--- config.mk ---
export PLATFORM = sky130hd
export DESIGN_NAME = pan_scheduler_flat
export DESIGN_NICKNAME = d
export VERILOG_FILES = /design/src/rtl/pan_scheduler_pkg.sv /design/src/rtl/pan_scheduler_if.sv /design/src/rtl/pan_voice_fsm.sv /design/src/rtl/pan_scheduler.sv /design/src/flat_wrapper.sv
export SDC_FILE = /design/constraint.sdc
export NUM_CORES = 1
export LEC_CHECK = 0
export ABC_AREA = 1
export CAP_MARGIN = 30
export CORE_MARGIN = 8
export CORE_UTILIZATION = 29
export CTS_CLUSTER_SIZE = 8
export DETAILED_ROUTE_END_ITERATION = 8
export PLACE_DENSITY = 0.43
export SLEW_MARGIN = 20
export SYNTH_ARGS = -nofsm -noshare
export SYNTH_HDL_FRONTEND = slang
export SYNTH_HIERARCHICAL = 1
export SYNTH_SLANG_ARGS = --single-unit
--- constraint.sdc ---
create_clock -name clk -period 2.3 [get_ports clk]
set_input_delay 0.46 -clock clk [delete_from_list [all_inputs] [get_ports clk]]
set_output_delay 0.46 -clock clk [all_outputs]
set_load 0.05 [all_outputs]
--- src/rtl/pan_scheduler_pkg.sv ---
// Shared constants and helpers for the stereo pan scheduler.
package pan_scheduler_pkg;

  localparam int NUM_VOICES = 3;

  localparam logic [1:0] PAN_L = 2'b10;
  localparam logic [1:0] PAN_C = 2'b11;
  localparam logic [1:0] PAN_R = 2'b01;

  typedef enum logic [1:0] {
    MODE_FIXED    = 2'b00,
    MODE_ROTATE   = 2'b01,
    MODE_PINGPONG = 2'b10,
    MODE_RANDOM   = 2'b11
  } mode_e;

  typedef enum logic {ST_SETTLED, ST_XFADE} voice_st_e;

  localparam logic [7:0] LFSR_SEED = 8'h01;
  localparam logic [7:0] LFSR_TAPS = 8'b1011_1000;  // bits 7,5,4,3

  function automatic logic [7:0] lfsr_next(input logic [7:0] l);
    return {l[6:0], ^(l & LFSR_TAPS)};
  endfunction

  function automatic logic [1:0] rand_code(input logic [1:0] b);
    case (b)
      2'b00:   return PAN_L;
      2'b10:   return PAN_R;
      default: return PAN_C;
    endcase
  endfunction

  function automatic logic [1:0] home_code(input int v);
    if (v == 0) return PAN_L;
    else if (v == 1) return PAN_C;
    else return PAN_R;
  endfunction

  function automatic logic is_end(input logic [1:0] c);
    return (c == PAN_L) || (c == PAN_R);
  endfunction

  function automatic logic [1:0] rotate_code(input logic [1:0] c);
    case (c)
      PAN_L:   return PAN_C;
      PAN_C:   return PAN_R;
      default: return PAN_L;
    endcase
  endfunction

  // Returns {new_dir, new_code}; dir 1 = toward right. An end position
  // forces the step away from it regardless of the stored direction.
  function automatic logic [2:0] pp_step(input logic [1:0] c, input logic d);
    logic       eff;
    logic [1:0] nc;
    logic       nd;
    eff = (c == PAN_R) ? 1'b0 : (c == PAN_L) ? 1'b1 : d;
    nc  = is_end(c) ? PAN_C : (eff ? PAN_R : PAN_L);
    nd  = (nc == PAN_R) ? 1'b0 : (nc == PAN_L) ? 1'b1 : eff;
    return {nd, nc};
  endfunction

endpackage

--- src/rtl/pan_scheduler_if.sv ---
// Event inputs and stereo-code outputs of the pan scheduler.
interface pan_scheduler_if;
  logic       sample_tick;
  logic       beat;
  logic [1:0] mode;
  logic       stereo_en;
  logic       note_start_a;
  logic       note_start_b;
  logic       note_start_c;
  logic [1:0] stereo_data_a;
  logic [1:0] stereo_data_b;
  logic [1:0] stereo_data_c;
  logic       stereo_on;

  modport master (
    output sample_tick, beat, mode, stereo_en,
    output note_start_a, note_start_b, note_start_c,
    input  stereo_data_a, stereo_data_b, stereo_data_c, stereo_on
  );

  modport slave (
    input  sample_tick, beat, mode, stereo_en,
    input  note_start_a, note_start_b, note_start_c,
    output stereo_data_a, stereo_data_b, stereo_data_c, stereo_on
  );
endinterface

--- src/rtl/pan_voice_fsm.sv ---
// One voice: target register, SETTLED/XFADE FSM and crossover counter.
// Outputs only move on sample_tick; L<->R moves hold centre for XFADE_TICKS.
module pan_voice_fsm
  import pan_scheduler_pkg::*;
#(
  parameter logic [1:0] HOME        = PAN_C,
  parameter int         XFADE_TICKS = 4
) (
  input  logic       clk,
  input  logic       reset,
  input  logic       sample_tick,
  input  logic       clear,
  input  logic       load,
  input  logic [1:0] load_code,
  output logic [1:0] target,
  output logic [1:0] data
);

  localparam logic [7:0] XT = 8'(XFADE_TICKS);

  voice_st_e  st, st_n;
  logic [7:0] cnt, cnt_n;
  logic [1:0] dst, dst_n;
  logic [1:0] target_n, data_n;

  // State register; async reset drops straight to home.
  always_ff @(posedge clk or posedge reset) begin
    if (reset) begin
      st     <= ST_SETTLED;
      cnt    <= '0;
      dst    <= HOME;
      target <= HOME;
      data   <= HOME;
    end else begin
      st     <= st_n;
      cnt    <= cnt_n;
      dst    <= dst_n;
      target <= target_n;
      data   <= data_n;
    end
  end

  // Retarget loads, commit on tick, crossover counting and restart rules.
  always_comb begin
    st_n     = st;
    cnt_n    = cnt;
    dst_n    = dst;
    target_n = target;
    data_n   = data;
    if (load) target_n = load_code;
    if (clear) begin
      st_n     = ST_SETTLED;
      cnt_n    = '0;
      dst_n    = HOME;
      target_n = HOME;
      data_n   = HOME;
    end else if (sample_tick) begin
      case (st)
        ST_SETTLED: begin
          if (target != data) begin
            if (is_end(target) && is_end(data)) begin
              st_n   = ST_XFADE;
              data_n = PAN_C;
              cnt_n  = '0;
              dst_n  = target;
            end else begin
              data_n = target;
            end
          end
        end
        default: begin
          if (target == PAN_C) begin
            st_n   = ST_SETTLED;
            data_n = PAN_C;
            cnt_n  = '0;
          end else if (target != dst) begin
            // swung back to the other extreme: start the hold over
            dst_n = target;
            cnt_n = '0;
          end else if (cnt + 8'd1 == XT) begin
            st_n   = ST_SETTLED;
            data_n = target;
            cnt_n  = '0;
          end else begin
            cnt_n = cnt + 8'd1;
          end
        end
      endcase
    end
  end

endmodule

--- src/rtl/pan_scheduler.sv ---
// Stereo pan scheduler: moves voices a/b/c across L/C/R on beat or note
// events for the stereo conditioner. Optional random mode with an 8-bit
// LFSR is compiled in by defining PAN_LFSR_EN; otherwise mode 11 acts as
// fixed mode and note strobes are ignored.
module pan_scheduler
  import pan_scheduler_pkg::*;
#(
  parameter int XFADE_TICKS = 4
) (
  input  logic           clk,
  input  logic           reset,
  pan_scheduler_if.slave bus
);

  logic                            stereo_on;
  logic [NUM_VOICES-1:0]           dir_r, dir_n;  // 1 = toward right
  logic [NUM_VOICES-1:0]           load;
  logic [NUM_VOICES-1:0][1:0]      tgt, data, load_code;
  logic                            clear, beat_ev;

  // falling stereo_en is only noticed on a sample tick
  assign clear   = bus.sample_tick & stereo_on & ~bus.stereo_en;
  assign beat_ev = bus.beat & stereo_on;

`ifdef PAN_LFSR_EN
  logic [7:0]            lfsr, lfsr_n;
  logic [NUM_VOICES-1:0] note;
  assign note = {bus.note_start_c, bus.note_start_b, bus.note_start_a};

  // LFSR survives stereo disable; only reset reseeds it.
  always_ff @(posedge clk or posedge reset) begin
    if (reset) lfsr <= LFSR_SEED;
    else       lfsr <= lfsr_n;
  end
`endif

  // Enable tracking and ping-pong directions.
  always_ff @(posedge clk or posedge reset) begin
    if (reset) begin
      stereo_on <= 1'b0;
      dir_r     <= '1;
    end else begin
      if (bus.sample_tick) stereo_on <= bus.stereo_en;
      dir_r <= dir_n;
    end
  end

  // Retarget decode per voice; random mode chains the LFSR a, b, c.
  always_comb begin
    load      = '0;
    load_code = tgt;
    dir_n     = dir_r;
`ifdef PAN_LFSR_EN
    lfsr_n    = lfsr;
`endif
    for (int v = 0; v < NUM_VOICES; v++) begin
`ifdef PAN_LFSR_EN
      if (bus.mode == MODE_RANDOM) begin
        if (stereo_on && note[v]) begin
          lfsr_n       = lfsr_next(lfsr_n);
          load[v]      = 1'b1;
          load_code[v] = rand_code(lfsr_n[1:0]);
        end
      end else
`endif
      if (beat_ev) begin
        load[v] = 1'b1;
        case (bus.mode)
          MODE_ROTATE:   load_code[v] = rotate_code(tgt[v]);
          MODE_PINGPONG: {dir_n[v], load_code[v]} = pp_step(tgt[v], dir_r[v]);
          default:       load_code[v] = home_code(v);
        endcase
      end
    end
  end

  for (genvar v = 0; v < NUM_VOICES; v++) begin : g_voice
    pan_voice_fsm #(
      .HOME        (home_code(v)),
      .XFADE_TICKS (XFADE_TICKS)
    ) u_voice (
      .clk         (clk),
      .reset       (reset),
      .sample_tick (bus.sample_tick),
      .clear       (clear),
      .load        (load[v]),
      .load_code   (load_code[v]),
      .target      (tgt[v]),
      .data        (data[v])
    );
  end

  assign bus.stereo_data_a = data[0];
  assign bus.stereo_data_b = data[1];
  assign bus.stereo_data_c = data[2];
  assign bus.stereo_on     = stereo_on;

endmodule

--- src/flat_wrapper.sv ---
// flat-port wrapper written by rule: the top's interface ports become plain ports
module pan_scheduler_flat import pan_scheduler_pkg::*;
#(
  parameter int XFADE_TICKS = 4
)
  (clk, reset, bus_sample_tick, bus_beat, bus_mode, bus_stereo_en, bus_note_start_a, bus_note_start_b, bus_note_start_c, bus_stereo_data_a, bus_stereo_data_b, bus_stereo_data_c, bus_stereo_on);
  pan_scheduler_if bus_i ();
  input  logic clk;
  input  logic reset;
  input wire logic [$bits(bus_i.sample_tick)-1:0] bus_sample_tick;
  input wire logic [$bits(bus_i.beat)-1:0] bus_beat;
  input wire logic [$bits(bus_i.mode)-1:0] bus_mode;
  input wire logic [$bits(bus_i.stereo_en)-1:0] bus_stereo_en;
  input wire logic [$bits(bus_i.note_start_a)-1:0] bus_note_start_a;
  input wire logic [$bits(bus_i.note_start_b)-1:0] bus_note_start_b;
  input wire logic [$bits(bus_i.note_start_c)-1:0] bus_note_start_c;
  output wire logic [$bits(bus_i.stereo_data_a)-1:0] bus_stereo_data_a;
  output wire logic [$bits(bus_i.stereo_data_b)-1:0] bus_stereo_data_b;
  output wire logic [$bits(bus_i.stereo_data_c)-1:0] bus_stereo_data_c;
  output wire logic [$bits(bus_i.stereo_on)-1:0] bus_stereo_on;
  assign bus_i.sample_tick = bus_sample_tick;
  assign bus_i.beat = bus_beat;
  assign bus_i.mode = bus_mode;
  assign bus_i.stereo_en = bus_stereo_en;
  assign bus_i.note_start_a = bus_note_start_a;
  assign bus_i.note_start_b = bus_note_start_b;
  assign bus_i.note_start_c = bus_note_start_c;
  assign bus_stereo_data_a = bus_i.stereo_data_a;
  assign bus_stereo_data_b = bus_i.stereo_data_b;
  assign bus_stereo_data_c = bus_i.stereo_data_c;
  assign bus_stereo_on = bus_i.stereo_on;
  pan_scheduler #(.XFADE_TICKS(XFADE_TICKS)) u_core (.clk(clk), .reset(reset), .bus(bus_i));
endmodule
==> flow_summary.toml, run 1 <==
[synthesis]
yosys_most_used_dff = "dfrtp_1"
synth_nets = 522
yosysMostFrequentCell = "nand2_1"
yosys_warnings = 6
synth_seq_cells = 49
synth-async-reset-ratio_pct = 100.0
synthDistinctLibCells = 41
netlist.area_leader.share_pct = 23.25
synth_edf_count = 0
synth_commonest_cells = "nand2_1, inv_1, nor2_1"
synth_area_leader_cell = "dfrtp_1"
synthCells = 488
syn-cell-area_um2 = 3660
synth_area_leaders = "dfrtp_1, dfstp_2, nand2_1, ha_1, inv_1"
syn_avg_cell_area_um2 = 7.500
ys_seq_area_share_pct = 34.02

[routing]
first_iter_violations = 177
num_vias = 2995
dr.pass1.iters = 4
antenna_left = 0
vias_per_cell = 4.404
routed_wl_mm = 7.879
route.detailed.drc = 0
wl_per_cell_um = 11.59

[worst_setup_path]
reg2reg_slack_ps = 430
worstSetupEndpoint = "bus_stereo_data_a[1]"
cp_num_buf_inv = 1
criticalPathCategory = "reg -> out"
worstPathMaxFanout = 5
cpMaxStageDelayCell = "clkdlybuf4s50_1"
crit_chain = "clkdlybuf4s50_1"
critPathArrivalTime_ps = 1700
cp-start-kind = "flip-flop"
cp.depth = 1
crit_family = "buffers and inverters"
cp-startpoint = "u_core/g_voice[0].u_voice/data[1]$_DFFE_PP1P_"
crit_path_end_kind = "output port"
slowest_delay_ps = 820
r2r_cells = 11
crit_required_ps = 1840
r2r-end = "u_core/g_voice[0].u_voice/target[0]$_DFFE_PP0P_"
worst_r2r_startpoint = "u_core/g_voice[0].u_voice/target[1]$_DFFE_PP1P_"

[global_routing]
grt_pass1_wl_mm = 13.80
grtUsageMet1_pct = 13.82
gr-usage-met2_pct = 15.82
grt.busiest_layer = "met2"
grt_max_degree = 28
grt_use_total_pct = 10.37
met3_usage_pct = 2.772
grt_pass1_vias = 2850
antenna_found_initial = 0
grt-ovfl-total = 0

[outcome]
status = "finished, final reports clean"

[placement]
hpwl_mm = 5.885
gp_congestion = 0.7889
port_buffers = 13

[cts]
cts_tree = "done"
cts_resized = 0
clock_sinks = 49
clk_path_buf_depth = 2
clk_latency_ps = 300
numCtsBuffers = 5
ctsHoldBuffers = 0
cts-root-buf = "clkbuf_16"
clk_pin_slew_worst_paths_ps = 70
postCtsSetupRepairBufs = 0
cts_max_level = 2

[floorplanning]
fp.dieW_um = 128.3
fp.coreArea_um2 = 12470
rows = 41
die_area_um2 = 16470
initial_utilization_pct = 29.36
fp.dieH_um = 128.3
io_pins = 17

[hold_path]
min-delay-path-class = "reg -> reg"

[final_layout]
layout.nets = 541
fin_util_pct = 33.23
drive_gt1_share_pct = 18.31
fillers = 1334
synthToLayoutAreaGrowth_pct = 13.20
diodes = 0

[pwr]
power_density_nw_per_um2 = 946.0
power_leakage_nw = 1.901
ir_worst_vdd_mv = 0.6030

[timing]
min_period_ps = 2155
max-slew-margin-rel_pct = 55.44
fin_crit_sh_pct = 93.71
slew_violations = 0
max_freq_mhz = 464.0
rsz0062_at_grt = "false"
timing.setup.tns_ps = 0
setup_violations = 0
worst_slew_pin_slew_ps = 667.7
skew_ps = 4.444
finalHoldViolations = 0

[job]
max-cap-violations = 0
[sequential cells by signal, indices dropped and copies added (netlist names)]
signal,flops
u_core/g_voice.u_voice/cnt,24
u_core/g_voice.u_voice/data,6
u_core/g_voice.u_voice/dst,6
u_core/g_voice.u_voice/target,6
u_core/dir_r,3
u_core/g_voice.u_voice/st,3
u_core/bus.stereo_on,1
[cell families (layout without fill, tap and decap cells)]
logic type | after synthesis | after routing | share of synthesized area (%)
AND/OR/NAND/NOR | 254 | 254 | 33.81
flip-flops | 49 | 49 | 34.02
buffers and inverters | 78 | 98 | 8.855
AO/OA/AOI/OAI | 67 | 67 | 11.21
multiplexers | 1 | 1 | 0.3077
XOR/XNOR | 15 | 15 | 3.590
adder cells (fa/ha/maj) | 24 | 24 | 8.205
[worst min path at each step]
stage                                                       startpoint                                            to  slack, ps  cells after the start
after floorplan                                                  reset              u_core/bus.stereo_on$_DFFE_PP0P_        220                      1
after global placement    u_core/g_voice[1].u_voice/dst[1]$_DFFE_PP1P_  u_core/g_voice[1].u_voice/dst[1]$_DFFE_PP1P_        470                      2
after detailed placement  u_core/g_voice[1].u_voice/dst[0]$_DFFE_PP1P_  u_core/g_voice[1].u_voice/dst[0]$_DFFE_PP1P_        470                      2
after CTS                 u_core/g_voice[1].u_voice/dst[0]$_DFFE_PP1P_  u_core/g_voice[1].u_voice/dst[0]$_DFFE_PP1P_        480                      2
after global routing      u_core/g_voice[1].u_voice/dst[0]$_DFFE_PP1P_  u_core/g_voice[1].u_voice/dst[0]$_DFFE_PP1P_        500                      2
final                     u_core/g_voice[1].u_voice/dst[0]$_DFFE_PP1P_  u_core/g_voice[1].u_voice/dst[0]$_DFFE_PP1P_        480                      2
[final cells by class]
cell class,instances,area (um^2),area share (%)
Multi-Input combinational cell,361,2093,50.53
Sequential cell,49,1245,30.05
Inverter,73,277.8,6.705
Tap cell,172,215.2,5.195
Timing Repair Buffer,17,172.7,4.168
Clock buffer,6,128.9,3.111
Clock inverter,2,10.01,0.2416
[layer usage]
metal  up-vias  share of wire, %
met2        20                43
met1      1360                53
met4         0               1.4
met5         -                 0
met3         8               2.5
li1       1607                 -
[power breakdown]
part / switching, mW / total (mW) / internal [mW]
Sequential: 0.248 / 1.40 / 1.15
Clock: 0.345 / 0.746 / 0.401
Combinational: 1.13 / 1.78 / 0.647
[cells in the final DEF (no fill, tap or decap), drive strengths merged, types with 4 or more instances in the layout]
cell,count
a21oi,10
buf,4
clkbuf,6
clkdlybuf4s50,13
dfrtp,34
dfstp,15
ha,24
inv,72
nand2,122
nand3,44
nand4,10
nor2,74
o21ai,45
xnor2,6
xor2,9
[through the flow]
stage	total power [mW]	cells	hold WS, ps	instance area (um^2)	setup slack, ps
final	3.919	680	479.5	4143	144.6
after global routing	4.275	680	497.8	4143	91.05
after CTS	3.987	680	480.7	4143	116.0
after detailed placement	3.197	672	469.8	4004	140.6
after global placement	3.189	672	467.8	4004	139.6
after floorplan	2.805	488	223.9	3660	598.8
(Power assumes the default switching activity.)
==> run 2, diff against run 1 <==
--- a/config.mk
+++ b/config.mk
@@ -6,11 +6,11 @@
 export NUM_CORES = 1
 export LEC_CHECK = 0
 export ABC_AREA = 1
-export CAP_MARGIN = 30
 export CORE_MARGIN = 8
 export CORE_UTILIZATION = 29
 export CTS_CLUSTER_SIZE = 8
 export DETAILED_ROUTE_END_ITERATION = 8
+export MAX_ROUTING_LAYER = met4
 export PLACE_DENSITY = 0.43
 export SLEW_MARGIN = 20
 export SYNTH_ARGS = -nofsm -noshare
==> run 2 against run 1 <==
Total power hardly changed. Core utilization stayed put. Sequential power hardly changed. Non-clock buffer count stayed put. Die area stayed put. Via count hardly changed. Cell count stayed put. Clock power hardly changed. Critical path type unchanged.
==> flow_summary.toml, run 2 (synthesized netlist as in run 1, its figures left out) <==
[outcome]
status = "finished, final reports clean"

[cts]
cts_tree = "done"
clk_path_buf_depth = 2
numCtsBuffers = 5
ctsHoldBuffers = 0
cts_max_level = 2
clk_latency_ps = 300
clock_sinks = 49
cts_resized = 0
clk_pin_slew_worst_paths_ps = 70
postCtsSetupRepairBufs = 0
cts-root-buf = "clkbuf_16"

[final_layout]
final_common_cell = "nand2_1"
top_register = "u_core/g_voice.u_voice/cnt"
finalInstanceArea_um2 = 4143
largest_reg_flops = 24
final_cell_mix = "nand2_1, inv_1, nor2_1"
layout.nets = 541
drive_gt1_share_pct = 18.31
diodes = 0
synthToLayoutAreaGrowth_pct = 13.20

[floorplanning]
die_area_um2 = 16470
fp.coreArea_um2 = 12470
io_pins = 17
rows = 41
fp.dieH_um = 128.3
fp.dieW_um = 128.3
initial_utilization_pct = 29.36

[global_routing]
antenna_found_initial = 0
grt_use_total_pct = 10.67
grt_pass1_wl_mm = 13.79
grt-ovfl-total = 0
grt_pass1_vias = 2854
grt_max_degree = 28

[job]
max-cap-violations = 0

[worst_setup_path]
crit_required_ps = 1840
crit_family = "buffers and inverters"
crit_path_end_kind = "output port"
crit_chain = "clkdlybuf4s50_1"
criticalPathCategory = "reg -> out"
cp-start-kind = "flip-flop"
cp_num_buf_inv = 1
cpMaxStageDelayCell = "clkdlybuf4s50_1"
slowest_delay_ps = 820
critPathArrivalTime_ps = 1700
worstPathMaxFanout = 5

[timing]
fin_ws_ps = 144.6
max-slew-margin-rel_pct = 55.57
rsz0062_at_grt = "false"
timing.setup.tns_ps = 0
slew_violations = 0
finalHoldViolations = 0
skew_ps = 4.434
worst_slew_pin_slew_ps = 665.7
max_freq_mhz = 463.9
setup_violations = 0
min_period_ps = 2155
fin_crit_sh_pct = 93.71

[routing]
num_vias = 2993
antenna_left = 0
routed_wl_mm = 7.882
wl_per_cell_um = 11.59
dr.pass1.iters = 4
vias_per_cell = 4.401
first_iter_violations = 181
route.detailed.drc = 0

[pwr]
ir_worst_vdd_mv = 0.6050
power_leakage_nw = 1.901
seqPwrFrac_pct = 35.6
p_clk_share_pct = 19.0
p_switching_mw = 1.724
p_comb_share_pct = 45.4
p_int_mw = 2.196
p_sw_share_pct = 43.98
power_density_nw_per_um2 = 946.2

[placement]
hpwl_mm = 5.885
gp_congestion = 0.7999
port_buffers = 13
dp_slack_ps = 140.6
placed_cell_area_um2 = 4004

[hold_path]
min-delay-path-class = "reg -> reg"
[run 2: cell counts in the layout (fill, tap and decap cells not counted)]
No cell type changed its count.
[run 2: power by group through the flow]
| stage | clock network (mW) | registers [mW] | logic (mW) |
|---|---|---|---|
| after global routing | 0.812 | 1.44 | 2.02 |
| final | 0.746 | 1.40 | 1.78 |
| after floorplan | 0 | 1.53 | 1.27 |
| after global placement | 0 | 1.41 | 1.78 |
| after detailed placement | 0 | 1.41 | 1.78 |
| after CTS | 0.789 | 1.40 | 1.80 |
[run 2: worst paths after layout]
kind | from | to | slack, ps | cells past startpoint
max in group asynchronous | reset | u_core/g_voice[2].u_voice/target[1]$_DFFE_PP0P_ | 1170 | 2
setup / recovery | u_core/g_voice[0].u_voice/data[1]$_DFFE_PP1P_ | bus_stereo_data_a[1] | 140 | 1
hold / removal | u_core/g_voice[1].u_voice/dst[0]$_DFFE_PP1P_ | u_core/g_voice[1].u_voice/dst[0]$_DFFE_PP1P_ | 480 | 2
setup reg to reg | u_core/g_voice[0].u_voice/target[1]$_DFFE_PP1P_ | u_core/g_voice[0].u_voice/target[0]$_DFFE_PP0P_ | 430 | 11
hold reg to reg | u_core/g_voice[1].u_voice/dst[0]$_DFFE_PP1P_ | u_core/g_voice[1].u_voice/dst[0]$_DFFE_PP1P_ | 480 | 2
min in group asynchronous | reset | u_core/bus.stereo_on$_DFFE_PP0P_ | 500 | 2
[run 2: metal layers]
layer,vias up,global-route usage (%),wire length [um]
met1,1362,13.92,4247
met3,8,2.607,163
li1,1607,-,-
met2,16,15.82,3362
met5,-,-,0
met4,0,3.566,109
[run 2: through the flow]
step | total power, mW | util (%) | std cells | hold WS [ps]
2_1_floorplan | 2.805 | - | 488 | 223.9
3_3_place_gp | 3.189 | 32.12 | 672 | 467.8
3_5_place_dp | 3.197 | 32.12 | 672 | 469.8
4_1_cts | 3.987 | 33.23 | 680 | 480.7
5_1_grt | 4.274 | 33.23 | 680 | 497.8
6_report | 3.920 | 33.23 | 680 | 479.5
[run 2: layout make-up]
class / count / area (um^2)
Fill cell: 1334 / 8323
Multi-Input combinational cell: 361 / 2093
Sequential cell: 49 / 1245
Inverter: 73 / 277.8
Tap cell: 172 / 215.2
Timing Repair Buffer: 17 / 172.7
Clock buffer: 6 / 128.9
Clock inverter: 2 / 10.01
[run 2: worst reg2reg max path: cells and delay by family (launching register included)]
kind,cells,cell delay [ps]
AND/OR/NAND/NOR,6,640
AO/OA/AOI/OAI,1,60
flip-flops,1,640
buffers and inverters,2,120
adder cells (fa/ha/maj),2,360
==> run 3, diff against run 2 <==
--- a/config.mk
+++ b/config.mk
@@ -12,7 +12,7 @@
 export DETAILED_ROUTE_END_ITERATION = 8
 export MAX_ROUTING_LAYER = met4
 export PLACE_DENSITY = 0.43
-export SLEW_MARGIN = 20
+export SLEW_MARGIN = 40
 export SYNTH_ARGS = -nofsm -noshare
 export SYNTH_HDL_FRONTEND = slang
 export SYNTH_HIERARCHICAL = 1
==> results of run 3 <==
The final DEF is identical to that of run 2; final timing and power are the same.
